==> config.mk <==
export PLATFORM = sky130hd
export DESIGN_NAME = pipeline_hazard_ctrl
export DESIGN_NICKNAME = d
export VERILOG_FILES = /design/src/rtl/pipeline_ctrl_pkg.sv /design/src/rtl/hazard_perf_counters.sv /design/src/rtl/pipeline_hazard_ctrl.sv
export SDC_FILE = /design/constraint.sdc
export NUM_CORES = 1
export LEC_CHECK = 0
export BUFFER_PORTS_ARGS = -buffer_cell sky130_fd_sc_hd__buf_2
export CAP_MARGIN = 20
export CORE_MARGIN = 8
export CORE_UTILIZATION = 43
export CTS_CLUSTER_SIZE = 14
export DETAILED_ROUTE_END_ITERATION = 7
export PLACE_DENSITY = 0.76
export SYNTH_ARGS = -nofsm -noshare
export SYNTH_HDL_FRONTEND = slang
export SYNTH_SLANG_ARGS = --single-unit
==> constraint.sdc <==
create_clock -name CLK -period 1.7 [get_ports CLK]
set_clock_uncertainty 0.2 [all_clocks]
set_input_delay 0.255 -clock CLK [delete_from_list [all_inputs] [get_ports CLK]]
set_output_delay 0.255 -clock CLK [all_outputs]
set_load 0.02 [all_outputs]
==> src/rtl/pipeline_ctrl_pkg.sv <==
// Shared types and constants for the pipeline hazard controller.
package pipeline_ctrl_pkg;
  localparam int REG_ADDR_W = 5;
  localparam logic [REG_ADDR_W-1:0] X0 = '0;

  typedef enum logic [1:0] {
    RUN          = 2'd0,
    DIV_BUSY     = 2'd1,
    DIV_COMPLETE = 2'd2
  } ctrl_state_e;
endpackage

==> src/rtl/hazard_perf_counters.sv <==
// Three saturating event counters (load-use bubbles, divider stall cycles, redirects).
module hazard_perf_counters #(
  parameter int PERF_W = 32
) (
  input  logic                   CLK,
  input  logic                   RST,
  input  logic [2:0]             inc,
  output logic [2:0][PERF_W-1:0] cnt
);
  always_ff @(posedge CLK or posedge RST) begin
    if (RST) begin
      cnt <= '0;
    end else begin
      for (int i = 0; i < 3; i++)
        if (inc[i] && (cnt[i] != '1)) cnt[i] <= cnt[i] + PERF_W'(1);
    end
  end
endmodule

==> src/rtl/pipeline_hazard_ctrl.sv <==
// Stall/flush sequencer for IF/ID, ID/EX, EX/MEM plus divider-wait FSM.
// Optional perf counters under HAZARD_PERF_CNT_EN.
module pipeline_hazard_ctrl
  import pipeline_ctrl_pkg::*;
#(
  parameter int DIV_TIMEOUT = 64,
  parameter int PERF_W      = 32
) (
  input  logic                  CLK,
  input  logic                  RST,
  input  logic [REG_ADDR_W-1:0] ID_RS1,
  input  logic [REG_ADDR_W-1:0] ID_RS2,
  input  logic                  ID_USES_RS1,
  input  logic                  ID_USES_RS2,
  input  logic [REG_ADDR_W-1:0] EX_RD,
  input  logic                  EX_MEM_READ,
  input  logic                  EX_IS_DIV,
  input  logic                  DIV_DONE,
  input  logic                  EX_REDIRECT,
  output logic                  PC_STALL,
  output logic                  IF_ID_STALL,
  output logic                  IF_ID_FLUSH,
  output logic                  ID_EX_STALL,
  output logic                  ID_EX_FLUSH,
  output logic                  EX_MEM_FLUSH,
  output logic                  DIV_START,
  output logic                  DIV_TIMEOUT_ERR,
  output logic [1:0]            CTRL_STATE
`ifdef HAZARD_PERF_CNT_EN
  ,
  output logic [PERF_W-1:0]     PERF_LOADUSE_CNT,
  output logic [PERF_W-1:0]     PERF_DIV_STALL_CNT,
  output logic [PERF_W-1:0]     PERF_FLUSH_CNT
`endif
);
  localparam int CNT_W = (DIV_TIMEOUT > 2) ? $clog2(DIV_TIMEOUT) : 1;

  if (DIV_TIMEOUT < 2 || PERF_W < 1) begin : g_bad_params
    $error("pipeline_hazard_ctrl: DIV_TIMEOUT must be >= 2 and PERF_W >= 1");
  end

  ctrl_state_e state_q, state_d;
  logic [CNT_W-1:0] cnt_q, cnt_d;
  logic start_d, err_set, load_use, timeout;

  assign load_use = EX_MEM_READ && (EX_RD != X0) &&
                    ((ID_USES_RS1 && (ID_RS1 == EX_RD)) ||
                     (ID_USES_RS2 && (ID_RS2 == EX_RD)));
  assign timeout  = (cnt_q == CNT_W'(DIV_TIMEOUT - 1));
  assign CTRL_STATE = state_q;

  always_comb begin
    state_d      = state_q;
    cnt_d        = cnt_q;
    start_d      = 1'b0;
    err_set      = 1'b0;
    PC_STALL     = 1'b0;
    IF_ID_STALL  = 1'b0;
    IF_ID_FLUSH  = 1'b0;
    ID_EX_STALL  = 1'b0;
    ID_EX_FLUSH  = 1'b0;
    EX_MEM_FLUSH = 1'b0;
    case (state_q)
      RUN, DIV_COMPLETE: begin
        // EX_IS_DIV in DIV_COMPLETE is the divide that just finished, so only RUN may start one.
        if (EX_REDIRECT) begin
          IF_ID_FLUSH = 1'b1;
          ID_EX_FLUSH = 1'b1;
        end else if (state_q == RUN && EX_IS_DIV) begin
          PC_STALL     = 1'b1;
          IF_ID_STALL  = 1'b1;
          ID_EX_STALL  = 1'b1;
          EX_MEM_FLUSH = 1'b1;
          start_d      = 1'b1;
          state_d      = DIV_BUSY;
        end else if (load_use) begin
          PC_STALL    = 1'b1;
          IF_ID_STALL = 1'b1;
          ID_EX_FLUSH = 1'b1;
        end
        if (state_q == DIV_COMPLETE) state_d = RUN;
      end
      DIV_BUSY: begin
        PC_STALL     = 1'b1;
        IF_ID_STALL  = 1'b1;
        ID_EX_STALL  = 1'b1;
        EX_MEM_FLUSH = 1'b1;
        cnt_d        = cnt_q + CNT_W'(1);
        if (DIV_DONE || timeout) begin
          state_d = DIV_COMPLETE;
          cnt_d   = '0;
          err_set = !DIV_DONE;
        end
      end
      default: begin
        state_d = RUN;
        cnt_d   = '0;
      end
    endcase
  end

  always_ff @(posedge CLK or posedge RST) begin
    if (RST) begin
      state_q         <= RUN;
      cnt_q           <= '0;
      DIV_START       <= 1'b0;
      DIV_TIMEOUT_ERR <= 1'b0;
    end else begin
      state_q   <= state_d;
      cnt_q     <= cnt_d;
      DIV_START <= start_d;
      if (err_set) DIV_TIMEOUT_ERR <= 1'b1;
    end
  end

`ifdef HAZARD_PERF_CNT_EN
  logic [2:0][PERF_W-1:0] perf_cnt;

  // Load-use bubble is the only case with PC_STALL and ID_EX_FLUSH together.
  hazard_perf_counters #(.PERF_W(PERF_W)) u_perf (
    .CLK (CLK),
    .RST (RST),
    .inc ({IF_ID_FLUSH, state_q == DIV_BUSY, PC_STALL & ID_EX_FLUSH}),
    .cnt (perf_cnt)
  );

  assign PERF_LOADUSE_CNT   = perf_cnt[0];
  assign PERF_DIV_STALL_CNT = perf_cnt[1];
  assign PERF_FLUSH_CNT     = perf_cnt[2];
`endif
endmodule
==> run summary <==
post-synth top area share - 38.7%
Tcrit/Tclk final - 108%
Seq/Total Area, Yosys - 38.7%
peak supply drop - 517 uV
Core ar. - 1450 um2
delay-heaviest family, CP - simple AND/OR/NAND/NOR gates
critical path cell sequence - buf_6 -> or4_4 -> o21ai_2 -> or3_4 -> o21bai_4 -> buf_6
residual DRC count - 0
total gr overflow - 0
initial DRC count - 3
Starting Density - 44.5%
slowest stage cell, crit path - or4_4
Area growth, synth to finish - 58.2%
Synthesized Nets - 93
ys async rst share - 100%
gpl congestion - 0.811
Pins Over Slew Limit - 0
Tot Pwr - 876 uW
clock tree buffer depth - 2
Fill cells - 104
Post-Syn Instances - 69
synth top area cells - dfrtp_1, xor2_1, nand2_1
CTS Sinks - 10
TritonRoute pass-1 iters - 3
Most common cell on crit path - buf_6
IO buf count - 32
antenna cells - 0
post-route cell area - 1020 um2
failing checks - setup timing
CTS tree - done
number of nets in the layout - 135
initial antenna violation count - 0
Crit path required time - 1.24 ns
synth cell count leaders - dfrtp_1, xor2_1, nand2_1
unrepaired setup endpoints after global routing - true
Die Wd - 54.8 um
vias in the first global route - 652
worst min path class - input port to register
Synth area leader - dfrtp_1
row cnt - 14
worst skew pair latency - 0.26 ns
Setup CP Type - input port to primary output
CTS Buf Count - 3
outcome - finished with violations
Worst EP arrival - 1.38 ns
htree depth - 1
layout cells sized above 1 - 51.8%
first-pass GRT wire length - 2.82 mm
worst slew pin tran - 0.397 ns
Max Cap Viol - 0
clk root buf - clkbuf_4
CP endpoint kind - primary output
most frequent cell after synthesis - dfrtp_1
Post-synth EDFFs - 0
Die Y - 54.8 um
PD cells - 855 nW/um2
area post-placement - 856 um2
Worst Path Max Fanout - 3
crit start category - input port
wire per inst - 14.6 um
min Tclk post-route - 1.84 ns
Worst slew margin - 73.5%
DR vias/cell - 5.07
Ports - 33
Syn Area/Cell - 9.37 um2
CP peak stage delay - 0.53 ns
GRT Util Overall - 12.6%
Main synth FF type - dfrtp_1
Routed Antenna Nets - 0
Synth Register Bits - 10
Yosys cell types - 28
via count - 639
P_leak - 0.525 nW
HPWL after DPL - 1.35 mm
die area - 3000 um2
Final Hold Fails - 0
CP bufs+invs - 2
largest net degree at the start of global routing - 11
Worst-path clk slew - 0.07 ns
final setup vio count - 3
worst setup margin - -0.136 ns
fmax - 545 MHz
Syn. warnings - 0
Post-Syn Area - 647 um2
WL final - 1.84 mm
==> state kept, by name (all words and copies together) (netlist names) <==
signal and count:
cnt_q 6, CTRL_STATE 2, DIV_START 1, DIV_TIMEOUT_ERR 1
==> path summary, 6_finish.rpt <==
kind                       slack (ns)                          end  cells past startpoint                   startpoint
max                             -0.14                     PC_STALL                      6                     EX_RD[4]
min in group asynchronous        0.33         cnt_q[4]$_DFFE_PP0N_                      3                          RST
min reg2reg                      0.28  DIV_TIMEOUT_ERR$_DFFE_PP0P_                      1  DIV_TIMEOUT_ERR$_DFFE_PP0P_
max reg2reg                      0.01         cnt_q[3]$_DFFE_PP0N_                      5    CTRL_STATE[0]$_DFFE_PP0P_
max in group asynchronous        0.67    CTRL_STATE[0]$_DFFE_PP0P_                      3                          RST
min                               0.1         cnt_q[4]$_DFFE_PP0N_                      4                     DIV_DONE
==> report_power, final <==
part | internal, mW | switching, mW
sequential | 0.277 | 0.0335
clock | 0.0905 | 0.0774
combinational | 0.199 | 0.199
total | 0.566 | 0.310
==> cell families after synthesis <==
group | count (synthesis) | share of synthesized area, %
AND/OR/NAND/NOR | 24 | 20.9
AO/OA/AOI/OAI | 14 | 16.2
XOR/XNOR | 11 | 14.9
flip-flops | 10 | 38.7
buffers and inverters | 8 | 5.80
multiplexers | 1 | 1.55
adder cells (fa/ha/maj) | 1 | 1.93
==> cell usage in the layout (no fill, tap or decap), types with 3 or more instances in the layout <==
master    netlist  routed
clkbuf_4        0       3
xnor2_1         3       3
xor2_1          8       6
nand2_1         7       6
dfrtp_1        10       9
buf_6           0       8
buf_2           0      23
buf_4           2       8
o21ai_0         5       4
inv_1           5       5
==> timing repair <==
item,4_1_cts,5_1_grt
gates resized for setup,14,12
endpoints found under the hold margin,10,0
hold buffers,1,0
pin swaps,9,5
buffers inserted,1,2
setup endpoints to repair,3,6
==> layout make-up <==
type / count / area, um2 / area share [%]
Tap cell: 16 / 20.0 / 1.96
Clock buffer: 4 / 26.3 / 2.57
Timing Repair Buffer: 40 / 275 / 26.9
Multi-Input combinational cell: 51 / 432 / 42.2
Inverter: 5 / 18.8 / 1.83
Sequential cell: 10 / 251 / 24.6
==> worst min-delay path, stage by stage <==
cell and delay [ns]:
buf_2 0.09, nor2_1 0.06, nand2_1 0.05, o21ai_0 0.06
==> routing by layer <==
metal | GRT usage (%) | wire [um] | share of wire, %
met2 | 23.6 | 973 | 53
met1 | 13.1 | 680 | 37
met3 | 4.35 | 185 | 10
met5 | 0 | 0 | 0
met4 | 2.46 | 0 | 0
==> metrics by stage <==
| stage | utilization (%) | worst slack, ns | setup TNS, ns | instances | hold WS, ns |
|---|---|---|---|---|---|
| floorplan | - | -0.109 | -0.180 | 69 | -0.105 |
| global placement | 58.9 | -0.220 | -0.640 | 118 | 0.0409 |
| detailed placement | 58.9 | -0.269 | -0.765 | 118 | 0.0478 |
| CTS | 65.7 | -0.156 | -0.462 | 124 | 0.0878 |
| global route | 70.4 | -0.216 | -0.684 | 126 | 0.102 |
| finish | 70.4 | -0.136 | -0.397 | 126 | 0.0971 |
Note: power is estimated with default switching activity, not from simulation.
